## src/rtl/mvau_wstrm_pkg.sv

```systemverilog
// mvau_wstrm_pkg
//   Shared definitions for the MVAU weight streamer: output-buffer depth,
//   the buffered entry layout and the pass-address wrap helper.
package mvau_wstrm_pkg;

    localparam int WSTRM_FIFO_DEPTH = 2;

    // Word width (SIMD*TW) of the default build; the FIFO itself is width-generic
    // and stores entries with exactly this {last, data} layout.
    localparam int WSTRM_DATA_W = 2;

    typedef struct packed {
        logic                    last;
        logic [WSTRM_DATA_W-1:0] data;
    } wstrm_entry_t;

    // Next address in a pass of 'depth' words, wrapping back to 0 after depth-1.
    function automatic logic [31:0] next_addr(input logic [31:0] addr, input logic [31:0] depth);
        if (addr >= depth - 32'd1) return 32'd0;
        return addr + 32'd1;
    endfunction

endpackage

```

## src/rtl/mvau_wstrm_fifo2.sv

```systemverilog
// mvau_wstrm_fifo2
//   Two-entry registered in-order FIFO used as the streamer's output buffer.
//   Ports:
//     clk, rst  clock, asynchronous active-high reset
//     push, din write din at the end of the cycle
//     pop       retire the head entry at the end of the cycle
//     dout      head entry (registered storage, so no comb path from din)
//     count     number of stored entries, 0..2
module mvau_wstrm_fifo2
    import mvau_wstrm_pkg::*;
#(
    parameter int W = 3
) (
    input  logic         clk,
    input  logic         rst,
    input  logic         push,
    input  logic         pop,
    input  logic [W-1:0] din,
    output logic [W-1:0] dout,
    output logic [1:0]   count
);

    logic [WSTRM_FIFO_DEPTH-1:0][W-1:0] mem_q, mem_d;
    logic                               wr_ptr_q, wr_ptr_d;
    logic                               rd_ptr_q, rd_ptr_d;
    logic [1:0]                         count_q, count_d;

    always_comb begin
        mem_d    = mem_q;
        wr_ptr_d = wr_ptr_q;
        rd_ptr_d = rd_ptr_q;
        if (push) begin
            mem_d[wr_ptr_q] = din;
            wr_ptr_d        = ~wr_ptr_q;
        end
        if (pop) begin
            rd_ptr_d = ~rd_ptr_q;
        end
        count_d = count_q + {1'b0, push} - {1'b0, pop};
    end

    always_ff @(posedge clk or posedge rst) begin
        if (rst) begin
            mem_q    <= '0;
            wr_ptr_q <= 1'b0;
            rd_ptr_q <= 1'b0;
            count_q  <= 2'd0;
        end else begin
            // The issue logic upstream bounds occupancy; a push into a full
            // buffer with no pop would mean that bound is broken.
            assert (!(push && !pop && count_q == 2'd2))
                else $error("mvau_wstrm_fifo2: push into full buffer");
            mem_q    <= mem_d;
            wr_ptr_q <= wr_ptr_d;
            rd_ptr_q <= rd_ptr_d;
            count_q  <= count_d;
        end
    end

    assign dout  = mem_q[rd_ptr_q];
    assign count = count_q;

endmodule

```

## src/rtl/mvau_weight_streamer.sv

```systemverilog
// mvau_weight_streamer
//   Walks the MVAU weight memory sequentially, absorbs its one-cycle registered
//   read latency and presents the words as a valid/ready stream with an
//   end-of-pass marker. One word per cycle under continuous ready.
//   Ports:
//     aclk, areset  clock, asynchronous active-high reset
//     en            run enable; low stops new reads, in-flight/buffered words drain
//     wmem_addr     read address to the weight memory
//     wmem_in       memory data, valid the cycle after the address was sampled
//     wgt_out       head word of the output buffer
//     wgt_valid     wgt_out holds a valid word
//     wgt_last      head word came from address WMEM_DEPTH-1
//     wgt_ready     consumer accepts the head word
//     stall_cnt     (MVAU_WSTRM_STALL_CNT_EN only) saturating count of
//                   cycles with wgt_valid & !wgt_ready
//   Requires 2**WMEM_ADDR_BW >= WMEM_DEPTH.
module mvau_weight_streamer
    import mvau_wstrm_pkg::*;
#(
    parameter int SIMD         = 2,
    parameter int TW           = 1,
    parameter int WMEM_DEPTH   = 4,
    parameter int WMEM_ADDR_BW = 4
) (
    input  logic                    aclk,
    input  logic                    areset,
    input  logic                    en,
    output logic [WMEM_ADDR_BW-1:0] wmem_addr,
    input  logic [SIMD*TW-1:0]      wmem_in,
    output logic [SIMD*TW-1:0]      wgt_out,
    output logic                    wgt_valid,
    output logic                    wgt_last,
    input  logic                    wgt_ready
`ifdef MVAU_WSTRM_STALL_CNT_EN
    ,
    output logic [31:0]             stall_cnt
`endif
);

    localparam int DW = SIMD * TW;

    logic [WMEM_ADDR_BW-1:0] addr_q, addr_d;
    logic                    inflight_q, inflight_d;
    logic                    last_tag_q, last_tag_d;
    logic [1:0]              count;
    logic [DW:0]             head;
    logic [2:0]              occ;
    logic                    pop, issue;

    assign pop = wgt_valid & wgt_ready;

    // Issue only if the word can still land in the buffer: what is stored plus
    // what is in flight, minus what leaves this cycle, must stay below 2.
    always_comb begin
        occ        = {1'b0, count} + {2'b0, inflight_q} - {2'b0, pop};
        issue      = en & (occ < 3'd2);
        addr_d     = addr_q;
        last_tag_d = last_tag_q;
        inflight_d = issue;
        if (issue) begin
            addr_d     = WMEM_ADDR_BW'(next_addr(32'(addr_q), 32'(WMEM_DEPTH)));
            last_tag_d = (32'(addr_q) == 32'(WMEM_DEPTH - 1));
        end
    end

    always_ff @(posedge aclk or posedge areset) begin
        if (areset) begin
            addr_q     <= '0;
            inflight_q <= 1'b0;
            last_tag_q <= 1'b0;
        end else begin
            addr_q     <= addr_d;
            inflight_q <= inflight_d;
            last_tag_q <= last_tag_d;
        end
    end

    // The word issued last cycle is on wmem_in now; its tag travels alongside.
    mvau_wstrm_fifo2 #(.W(DW + 1)) u_buf (
        .clk   (aclk),
        .rst   (areset),
        .push  (inflight_q),
        .pop   (pop),
        .din   ({last_tag_q, wmem_in}),
        .dout  (head),
        .count (count)
    );

    assign wmem_addr = addr_q;
    assign wgt_valid = (count != 2'd0);
    assign wgt_out   = head[DW-1:0];
    assign wgt_last  = head[DW];

`ifdef MVAU_WSTRM_STALL_CNT_EN
    logic [31:0] stall_cnt_q, stall_cnt_d;

    always_comb begin
        stall_cnt_d = stall_cnt_q;
        if (wgt_valid && !wgt_ready && !(&stall_cnt_q)) stall_cnt_d = stall_cnt_q + 32'd1;
    end

    always_ff @(posedge aclk or posedge areset) begin
        if (areset) stall_cnt_q <= '0;
        else        stall_cnt_q <= stall_cnt_d;
    end

    assign stall_cnt = stall_cnt_q;
`endif

endmodule

```

## config.mk

```make
export PLATFORM = sky130hd
export DESIGN_NAME = mvau_weight_streamer
export DESIGN_NICKNAME = d
export VERILOG_FILES = /design/src/rtl/mvau_wstrm_pkg.sv /design/src/rtl/mvau_wstrm_fifo2.sv /design/src/rtl/mvau_weight_streamer.sv
export SDC_FILE = /design/constraint.sdc
export NUM_CORES = 1
export LEC_CHECK = 0
export ABC_AREA = 1
export BUFFER_PORTS_ARGS = -buffer_cell sky130_fd_sc_hd__buf_2
export CAP_MARGIN = 5
export CORE_MARGIN = 1.5
export CORE_UTILIZATION = 50
export DETAILED_ROUTE_END_ITERATION = 10
export PLACE_DENSITY = 0.8
export SETUP_SLACK_MARGIN = 0.05
export SLEW_MARGIN = 25
export SYNTH_ARGS = -nofsm -noshare
export SYNTH_HDL_FRONTEND = slang
export SYNTH_SLANG_ARGS = --single-unit
```

## constraint.sdc

```tcl
create_clock -name aclk -period 2.6 [get_ports aclk]
set_input_delay 0.13 -clock aclk [delete_from_list [all_inputs] [get_ports aclk]]
set_output_delay 0.13 -clock aclk [all_outputs]
set_load 0.005 [all_outputs]
```

## Word level (Yosys, flattened, before mapping)

Cells that the tools add are included.

- Register bits after elaboration: 16
- Word-level logic and storage cells: 34
- Input bits: 6
- Output and inout port bits: 8

- Reduce and logical (&&, ||, !) cells: 2
- Multiplexer cells: 9
- Bitwise operators: 4
- Add/subtract/negate cells: 5
- Equal/unequal tests: 1
- Magnitude comparators: 5

Operators by type and width:

| kind | number |
|---|---|
| $mux W3 | 3 |
| $mux W4 | 2 |
| $bwmux W6 | 1 |
| $add A4 B1 Y4 const B | 1 |
| $eq A4 B2 Y1 const B | 1 |
| $ge A4 B2 Y1 const B | 1 |
| $lt A1 B2 Y1 const B | 2 |
| $add A2 B1 Y3 | 1 |
| $demux W3 S1 | 1 |
| $lt A3 B2 Y1 const B | 1 |
| $sub A3 B1 Y3 | 1 |
| $add A2 B1 Y2 | 1 |
| $and A1 B1 Y1 | 2 |
| $mux W1 | 2 |
| $not A1 Y1 | 2 |
| $reduce_bool A2 Y1 | 1 |
| $sub A2 B1 Y2 | 1 |
| $ge A1 B1 Y1 const B | 1 |
| $logic_and A1 B1 Y1 | 1 |

## Depth between registers and ports, before layout

- Depth in word-level cells: 7
- Gate-level depth with buffers: 14
- Mapped depth without buffers: 14

## Hierarchy

From an unflattened synthesis, not the netlist that was laid out.

- Cells, all modules: 99
- Area, all modules: 802.0 sq um

By module, submodules not included:

| module | cells each | sequential area each (sq um) | area an instance (sq um) | instances |
|---|---|---|---|---|
| mvau_wstrm_fifo2 | 54 | 250.2 | 452.9 | 1 |
| mvau_weight_streamer | 45 | 150.1 | 349.1 | 1 |

## Worst setup path before layout

Ideal clock, no wire load.

- Kind: register -> register
- Start point: register u_buf.count_q[1], in the netlist u_buf.count[1]
- End point: register last_tag_q
- Path slack: 531 ps
- Data arrival time: 1,952 ps
- Required time: 2,484 ps
- Buffers on the path: 0
- Library setup time: 116 ps
- Period minus slack after synthesis: 2,069 ps
- Cell stages (with the launch flop): 13
- Cell sequence: dfrtp_1 > inv_1 > nand2_1 > nand2_1 > inv_1 > ha_1 > inv_1 > ha_1 > fa_1 > nor2_1 > nand3_1 > nand2_1 > nand2_1

- Cells in the longest elaborated chain, start to end: 5
- Elaborated cells between the ends (all ways): 6
- Those cells by class: add/sub (2); order compare (1); bitwise (2); reduce/logical (1)

Ends and longest elaborated chain:

| what | line | source |
|---|---|---|
| start, declared | mvau_wstrm_fifo2.sv:26 | `logic [1:0] count_q, count_d;` |
| start signal, assigned | mvau_wstrm_fifo2.sv:56 | `count_q <= count_d;` |
| $reduce_bool A2 Y1 | mvau_weight_streamer.sv:90 | `assign wgt_valid = (count != 2'd0);` |
| named net wgt_valid | mvau_weight_streamer.sv:31 | `output logic wgt_valid,` |
| $and A1 B1 Y1 | mvau_weight_streamer.sv:50 | `assign pop = wgt_valid & wgt_ready;` |
| named net pop | mvau_weight_streamer.sv:48 | `logic pop, issue;` |
| $sub A3 B1 Y3 | mvau_weight_streamer.sv:55 | `occ = {1'b0, count} + {2'b0, inflight_q} - {2'b0, pop};` |
| named net occ[1] | mvau_weight_streamer.sv:47 | `logic [2:0] occ;` |
| $lt A3 B2 Y1 | mvau_weight_streamer.sv:56 | `issue = en & (occ < 3'd2);` |
| $and A1 B1 Y1 | mvau_weight_streamer.sv:56 |  |
| end signal, assigned | mvau_weight_streamer.sv:74 | `last_tag_q <= last_tag_d;` |
| end, declared | mvau_weight_streamer.sv:44 | `logic last_tag_q, last_tag_d;` |

The timed path passes the listed nets, and every way through them passes these cells.
A chain may end at the register's enable or synchronous reset.

## Worst setup path after layout

- Start point: register u_buf.count_q[1], in the netlist u_buf.count[1]
- End point: register last_tag_q

- Cells in the longest elaborated chain, start to end: 5
- Elaborated cells between the ends (all ways): 6
- Those cells by class: add/sub (2); order compare (1); bitwise (2); reduce/logical (1)

Ends and longest elaborated chain:

| what | line |
|---|---|
| $reduce_bool A2 Y1 | mvau_weight_streamer.sv:90 |
| $and A1 B1 Y1 | mvau_weight_streamer.sv:50 |
| named net pop | mvau_weight_streamer.sv:48 |
| $sub A3 B1 Y3 | mvau_weight_streamer.sv:55 |
| named net occ[1] | mvau_weight_streamer.sv:47 |
| $lt A3 B2 Y1 | mvau_weight_streamer.sv:56 |
| $and A1 B1 Y1 | mvau_weight_streamer.sv:56 |

The timed path passes the listed nets, and every way through them passes these cells.

==> results.ini <==
[run_status]
status = completed

[clock_tree]
clock-sinks = 16
clock_path_buffers = 2
worst_skew_pair.late_latency_ps = 280
cts_made_buffers = 3
cts_root_buf = clkbuf_4
path_clk_slew_ps = 80
post-cts-setup-buffers = 0
htreeDepth = 1
cts_tree = yes

[detailed_routing]
wl_met3_um = 34
highest_layer = met4
post-route-drc-count = 0
route.met2.wl_um = 583
vias = 587
wl_met1_um = 553
wirelength_um = 1190
drtIter0Drc = 6
wl_per_cell_um = 9.835
via_per_inst = 4.851
drt_first_pass_iters = 4
ant_nets = 0

[synthesis]
yosysTopAreaCell = dfrtp_1
synth_nets = 100
yosysSeqAreaShare = 0.5229
avgSynthCellArea_um2 = 8.508
synth_top_area_frac = 0.5229
synth.distinct_cells = 14
syn_inst = 90
synth_area_leaders = dfrtp_1 52%, nand2_1 17%, inv_1 9.3%
syn_area_um2 = 765.7
yosys_warnings = 0
yosys_register_bits = 16

[worst_setup_path]
end_kind = flop
r2r_slack_ps = 350
rr_endpoint = last_tag_q
worstPathArrival_ps = 2430
cp-start-kind = flop
worstPathRequired_ps = 2770
crit_type = reg2reg
r2r-start = u_buf.count[1]
r2r_cells = 12
path_max_fanout = 5

[sta]
fin_setup_tns_ps = 0
finalCritPeriodShare = 0.8662
drv_slew = 0
clock_skew_ps = 2.630
tightestPinTransition_ps = 571.2
rsz0062_at_grt = false
slew_headroom = 0.6188
setup_viol = 0
clock.fmax_mhz = 444.0
holdWs_ps = 103.5
hold_viol = 0
finalCriticalPeriod_ps = 2252

[power_and_ir_drop]
peakVddDrop_mv = 0.6925
clkPwrFrac = 0.129
p_sw_mw = 0.3775
p_int_mw = 0.5773
power_mw = 0.9548
p_seq_frac = 0.431
pwr-share-comb = 0.439
p_leak_nw = 0.5324
switching_share = 0.3954
cellPowerDensity_nw_per_um2 = 1096

[die]
rows = 13
initial_core_util = 0.5604
ios = 14
coreArea_um2 = 1366
dieArea_um2 = 1775
die_w_um = 42.14
die_h_um = 42.14

[global_route]
grt_pass1_wl_um = 2263
grt_antenna_before_repair = 0
grt_max_degree = 17
grt_remaining_overflow = 0
track_usage = 0.1674
grt_pass1_vias = 567

[placed_design]
dp.cells = 117
gp_congestion = 0.7442
port-buffer-count = 13
hpwl_um = 932.5

[final_layout]
fin_util = 0.6374
n_antenna_cell = 0
seq_area_um2 = 400.4
area_growth_pct = 13.73
fin_nets = 118
layout.filler_cells = 123
final_cells = 121
mostFrequentLayoutCells = 34 x nand2_1, 19 x inv_1, 16 x dfrtp_1, 13 x buf_2, 4 x nor2_1
final_layout_size_suffix_gt1_frac = 0.1887
layout_commonest_cell = nand2_1
multi_input_area_um2 = 282.8

[worst_hold_path]
hold_path_class = in2reg
min-delay-start = wmem_in[0]
hold_depth = 3
whs_endpoint = u_buf.mem_q[0]

[job]
cap_viol_max_count = 0

[sequential cells by signal, indices dropped and copies added, names as in the netlist]
name	flops
last_tag_q	1
inflight_q	1
wmem_addr	4
u_buf.count	2
u_buf.wr_ptr_q	1
u_buf.rd_ptr_q	1
u_buf.mem_q	6
[final cells by class]
class                      count  area share
sequential                    16      0.4598
multi-input combinational     54      0.3247
timing repair buffer          14     0.08621
inverter                      19     0.08190
clock buffer                   3     0.02586
tap                           15     0.02155
[cell families after synthesis]
family	share of synthesized area
DFF	0.5229
xor gates and xnor gates	0.01144
AOI/OAI and AO/OA	0.05392
buffers and inverters	0.1078
adders and majority gates	0.07517
and+or+nand+nor	0.2287
[worst max path at each step]
stage                   startpoint            to  slack (ps)  depth (start not counted)
floorplan           u_buf.count[1]    last_tag_q         530                         12
global placement    u_buf.count[1]  wmem_addr[1]         450                         12
detailed placement  u_buf.count[1]    last_tag_q         360                         12
CTS                 u_buf.count[1]    last_tag_q         350                         12
global route        u_buf.count[1]    last_tag_q         160                         12
finish              u_buf.count[1]    last_tag_q         350                         12
[critical path: stages, from the launching register on]
cell	delay (ps)
dfrtp_1	380
inv_1	110
nand2_1	80
nand2_1	90
inv_1	50
ha_1	260
inv_1	40
ha_1	180
fa_1	490
nor2_1	130
nand3_1	170
nand2_1	110
nand2_1	60
[layer usage]
metal / vias up / global-route usage
met5: - / 0
met4: 0 / 0.07500
met3: 2 / 0.02586
met2: 12 / 0.2781
met1: 275 / 0.2157
li1: 298 / -
[stage by stage]
| step | worst slack [ps] | cell area (um2) |
|---|---|---|
| after floorplan | 531.3 | 765.7 |
| after global placement | 449.0 | 838.3 |
| after detailed placement | 360.9 | 838.3 |
| after CTS | 351.9 | 870.8 |
| after global routing | 157.6 | 870.8 |
| final | 347.8 | 870.8 |
[Yosys cell counts]
cell      n
dfrtp_1  16
buf_6     1
nand2_1  34
nor3_1    1
o21ai_2   3
o21ai_0   3
nor2_4    1
nor2_1    4
fa_1      1
or2_0     1
nand3_1   2
inv_1    19
ha_1      3
xor2_1    1
[power groups by stage]
| stage | Combinational, mW | Clock, mW | Sequential, mW |
|---|---|---|---|
| after floorplan | 0.315 | 0 | 0.404 |
| after global placement | 0.402 | 0 | 0.413 |
| after detailed placement | 0.422 | 0 | 0.416 |
| after CTS | 0.426 | 0.128 | 0.412 |
| after global routing | 0.499 | 0.139 | 0.423 |
| final | 0.419 | 0.123 | 0.412 |
[what timing repair did]
| action | 4_1_cts | 5_1_grt |
|---|---|---|
| hold endpoints to repair | 16 | 0 |
| gates resized for setup | 0 | 0 |
| hold buffers | 1 | 0 |
No activity file was read; power rests on OpenSTA's default activity.
